<file path="config.mk">
export PLATFORM = sky130hd
export DESIGN_NAME = div8by4_seq
export DESIGN_NICKNAME = d
export VERILOG_FILES = /design/src/rtl/div8by4_seq.sv
export SDC_FILE = /design/constraint.sdc
export NUM_CORES = 1
export LEC_CHECK = 0
export BUFFER_PORTS_ARGS = -buffer_cell sky130_fd_sc_hd__clkbuf_2
export CORE_UTILIZATION = 49
export CTS_CLUSTER_DIAMETER = 80
export DETAILED_ROUTE_END_ITERATION = 8
export PLACE_DENSITY = 0.75
export SKIP_LAST_GASP = 1
export SLEW_MARGIN = 5
export SYNTH_ARGS = -nofsm -noshare
export SYNTH_HDL_FRONTEND = slang
export SYNTH_SLANG_ARGS = --single-unit
</file>
<file path="constraint.sdc">
create_clock -name clk -period 1.6 [get_ports clk]
set_input_delay 0.16 -clock clk [delete_from_list [all_inputs] [get_ports clk]]
set_output_delay 0.16 -clock clk [all_outputs]
set_load 0.01 [all_outputs]
</file>
<file path="src/rtl/div8by4_seq.sv">
// Sequential unsigned restoring divider: DW-bit dividend by VW-bit divisor,
// one quotient bit per clock behind a start/done handshake.
module div8by4_seq #(
   parameter int DW = 8,
   parameter int VW = 4
) (
   input  logic          clk,
   input  logic          rst_n,
   input  logic          start,
   input  logic [DW-1:0] dividend,
   input  logic [VW-1:0] divisor,
   output logic          busy,
   output logic          done,
   output logic [DW-1:0] quotient,
   output logic [VW-1:0] remainder,
   output logic          div_by_zero
);

   localparam int CW = (DW > 1) ? $clog2(DW) : 1;

   localparam logic [1:0] S_IDLE = 2'd0;
   localparam logic [1:0] S_CALC = 2'd1;
   localparam logic [1:0] S_FIN  = 2'd2;

   logic [1:0]    state_q, state_d;
   logic [CW-1:0] cnt_q, cnt_d;
   logic [VW-1:0] dvs_q, dvs_d;
   logic [VW-1:0] p_q, p_d;
   logic [DW-1:0] q_q, q_d;
   logic [DW-1:0] quot_q, quot_d;
   logic [VW-1:0] rem_q, rem_d;
   logic          dbz_q, dbz_d;

   // Stored remainder is always < divisor, so it fits VW bits; the shifted
   // partial remainder needs one extra bit before the trial subtraction.
   logic [VW:0]   shifted;
   logic          fits;

   assign shifted = {p_q, q_q[DW-1]};
   assign fits    = (shifted >= {1'b0, dvs_q});

   // NOTE: every variable gets a default first so no path leaves it unassigned
   // and no latch is inferred.
   always_comb begin
      state_d = state_q;
      cnt_d   = cnt_q;
      dvs_d   = dvs_q;
      p_d     = p_q;
      q_d     = q_q;
      quot_d  = quot_q;
      rem_d   = rem_q;
      dbz_d   = dbz_q;

      case (state_q)
         S_IDLE, S_FIN: begin
            if (start) begin
               dvs_d = divisor;
               q_d   = dividend;
               p_d   = '0;
               cnt_d = '0;
               if (divisor != '0) begin
                  state_d = S_CALC;
               end else begin
                  state_d = S_FIN;
                  quot_d  = '1;
                  rem_d   = '0;
                  dbz_d   = 1'b1;
               end
            end else begin
               state_d = S_IDLE;
            end
         end
         S_CALC: begin
            // The difference is below the divisor, so the low VW bits are exact.
            p_d   = fits ? (shifted[VW-1:0] - dvs_q) : shifted[VW-1:0];
            q_d   = {q_q[DW-2:0], fits};
            cnt_d = cnt_q + 1'b1;
            if (cnt_q == CW'(DW - 1)) begin
               state_d = S_FIN;
               quot_d  = q_d;
               rem_d   = p_d;
               dbz_d   = 1'b0;
            end
         end
         default: state_d = S_IDLE;
      endcase
   end

   // NOTE: sequential state uses non-blocking assignments so every register
   // samples the pre-edge values of the others.
   always_ff @(posedge clk or negedge rst_n) begin
      if (!rst_n) begin
         state_q <= S_IDLE;
         cnt_q   <= '0;
         dvs_q   <= '0;
         p_q     <= '0;
         q_q     <= '0;
         quot_q  <= '0;
         rem_q   <= '0;
         dbz_q   <= 1'b0;
      end else begin
         state_q <= state_d;
         cnt_q   <= cnt_d;
         dvs_q   <= dvs_d;
         p_q     <= p_d;
         q_q     <= q_d;
         quot_q  <= quot_d;
         rem_q   <= rem_d;
         dbz_q   <= dbz_d;
      end
   end

   assign busy        = (state_q == S_CALC);
   assign done        = (state_q == S_FIN);
   assign quotient    = quot_q;
   assign remainder   = rem_q;
   assign div_by_zero = dbz_q;

endmodule

</file>
==> impl_metrics.py <==
metrics = {
    "outcome": {
        "outcome": "finished, violations left",
        "violations": "negative setup slack",
    },
    "yosys": {
        "synth.distinct_cells": 36,
        "yosysMostFrequentCell": "dfrtp_1",
        "synth-edff-count": 0,
        "synth-seq-area-share_pct": 53.3,
        "synthesis.nets": 176,
        "synthesis.instances": 154,
        "avgSynthCellArea_sq_um": 10.4,
        "yosysWarnings": 0,
        "ys_ff_latch": 34,
        "ys.flop_type": "dfrtp_1",
        "synth_top_area_share_pct": 53.3,
        "ys_top_cells_by_count": "dfrtp_1 (34), nand2_1 (29), nor2_1 (16)",
        "synth-async-reset-ratio_pct": 100,
        "syn_area_sq_um": 1600,
        "synthTopCellsByArea": "dfrtp_1 (53%), nand2_1 (6.8%), ha_1 (4.7%), nor2_1 (3.8%), a31oi_1 (3.1%)",
        "synth_top_area_cell": "dfrtp_1",
    },
    "finish": {
        "antenna_cells": 0,
        "num-nets-final": 235,
        "layout-drive-gt1-share_pct": 44.9,
        "area_delta_synth_final_pct": 38.2,
        "final_cells": 258,
    },
    "timing": {
        "tns_ns": -0.936,
        "worst_pin_slew_ns": 0.428,
        "fmax_ghz": 0.568,
        "period_needed_ns": 1.76,
        "slew_viol_final": 0,
        "hold_viol_final": 0,
        "holdWs_ns": 0.0353,
        "finalCritPeriodShare_pct": 110,
        "rsz0062_at_grt": "yes",
        "setup_viol": 11,
        "finalWorstSetupSlack_ns": -0.161,
        "slew_headroom_pct": 71.5,
        "fin_skew_ns": 0.0101,
    },
    "route": {
        "wl_um": 3650,
        "drt_first_pass_iters": 5,
        "vias": 1283,
        "drtIter0Drc": 40,
        "vias_per_cell": 4.97,
        "postRouteAntennaNets": 0,
        "drcViolationCount": 0,
        "wl_per_cell_um": 14.1,
    },
    "setup_path": {
        "critPathTopFamily": "compound AO/OA/AOI/OAI gates",
        "critical_path_class": "flip-flop to flip-flop",
        "worst_setup_path_end_kind": "flip-flop",
        "cp_slowest_cell": "dfrtp_1",
        "crit_required_ns": 1.88,
        "startpoint": "dvs_q[0]",
        "critPathBufInv": 0,
        "cpPeakStageDelay_ns": 0.43,
        "worstPathArrival_ns": 2.04,
        "startpoint_type": "flip-flop",
        "crit_fanout": 5,
        "path_cells": "ha_4, and2b_4, o21ai_4, a21oi_4, mux2i_2, a22o_1",
        "r2r_start": "dvs_q[0]",
    },
    "global_routing": {
        "grt_pass1_vias": 1267,
        "grt_max_degree": 35,
        "grt-ovfl-total": 0,
        "grt_usage_pct": 23.2,
        "antenna_found_initial": 0,
        "grt_pass1_wl_um": 5890,
    },
    "die": {
        "die_x_um": 59.1,
        "row_count": 20,
        "pin_count": 30,
        "die_h_um": 59.1,
        "die_area_sq_um": 3490,
        "start_util_pct": 51.9,
        "core_sq_um": 3080,
    },
    "cts": {
        "cts_tree": "done",
        "cts_buffer_depth": 2,
        "clkTransAtPathRegs_ns": 0.11,
        "cts.sinks": 34,
        "cts_made_buffers": 5,
        "h-tree-depth": 2,
        "cts_root_buffer": "clkbuf_4",
        "clock_latency_ns": 0.35,
    },
    "power": {
        "switchingPower_uw": 2000,
        "pwr-share-clk_pct": 15.6,
        "power.internal_uw": 3280,
        "power_leakage_uw": 0.00104,
        "ir_drop_v": 0.00122,
        "p_per_area_nw_per_um2": 2390,
        "power.share.sequential_pct": 29.1,
        "netSwitchingFraction_pct": 37.9,
        "comb_power_share_pct": 55.2,
    },
    "place": {
        "io_buffers": 29,
        "gp_congestion": 0.918,
        "dpl.cell_count": 238,
        "dp_hpwl_um": 2430,
    },
    "run": {
        "cap_violations": 0,
    },
    "hold_path": {
        "hp-class": "input pin to flip-flop",
        "min-delay-start": "dividend[6]",
    },
}
==> layout make-up <==
| cell class | count | area (sq um) |
|---|---|---|
| Clock buffer | 6 | 51.3 |
| Sequential cell | 34 | 851 |
| Tap cell | 44 | 55.1 |
| Timing Repair Buffer | 58 | 373 |
| Clock inverter | 2 | 60.1 |
| Fill cell | 246 | 871 |
| Multi-Input combinational cell | 107 | 786 |
| Inverter | 7 | 31.3 |
==> power groups by stage <==
stage | clock network [uW] | logic, uW | registers [uW]
after floorplan | 0 | 1690 | 1560
after global placement | 0 | 2470 | 1500
after detailed placement | 0 | 2540 | 1520
after CTS | 841 | 2780 | 1520
after global routing | 878 | 3220 | 1580
final | 825 | 2920 | 1540
==> sequential cells by signal, summed over array words and instances, names as in the netlist <==
name	flops
cnt_q	3
div_by_zero	1
dvs_q	4
p_q	4
q_q	8
quotient	8
remainder	4
state_q	2
==> worst reg2reg max path: stages (launching register included) <==
cell     delay, ns
dfrtp_1       0.43
ha_4          0.25
and2b_4       0.25
o21ai_4       0.07
a21oi_4       0.23
mux2i_2       0.29
a22o_1        0.18
==> through the flow <==
stage	setup slack [ns]	util, %	total power [uW]	instance area [sq um]
after global routing	-0.212	71.7	5680	2210
after detailed placement	-0.154	62.4	4070	1920
after global placement	-0.0777	62.4	3970	1920
after CTS	-0.173	68.1	5140	2100
after floorplan	-0.0102	-	3250	1630
final	-0.161	71.7	5280	2210
==> metal layers <==
metal	global-route usage, %	vias up	wire length [um]
met5	0	-	0
met4	7.82	0	47
met3	6.77	4	118
met2	38.5	29	1830
met1	29.1	603	1660
li1	-	647	-
==> cells by family after synthesis <==
logic type               Yosys count  synth area share, %
flip-flops                        34                 53.3
adder cells (fa/ha/maj)            7                 5.96
multiplexers                       4                 2.59
AND/OR/NAND/NOR                   55                 16.1
AO/OA/AOI/OAI                     40                 17.8
buffers and inverters             13                 3.76
XOR/XNOR                           1                0.549
==> path summary, 6_finish.rpt <==
path	end	slack, ns	cells past startpoint
max	remainder[1]	-0.16	6
min	q_q[6]	0.04	3
max reg2reg	remainder[1]	-0.16	6
min reg2reg	quotient[6]	0.50	1
max in group asynchronous	quotient[0]	0.92	3
min in group asynchronous	q_q[1]	0.37	3
==> layout by cell type (no fill, tap or decap), types with 2 or more instances in the layout <==
cell        n
a21oi_1     4
a21oi_2     4
a21oi_4     3
a22o_1      4
a22o_2      2
a31oi_1     8
buf_4      26
buf_6       2
bufinv_16   2
clkbuf_2   29
clkbuf_4    5
dfrtp_1    34
ha_1        2
ha_4        3
inv_1       3
inv_2       3
mux2i_2     2
nand2_1    28
nand2b_1    2
nor2_1     13
nor2_2      2
nor2b_1     2
o21ai_0     5
o21ai_1     2
==> timing repair <==
action,in CTS,in global routing
endpoints found under the hold margin,34,0
pin swaps,6,9
resized for setup,7,18
setup buffers,4,7
endpoints found under the setup margin,8,16
hold buffers,1,0
(Power assumes the default switching activity.)
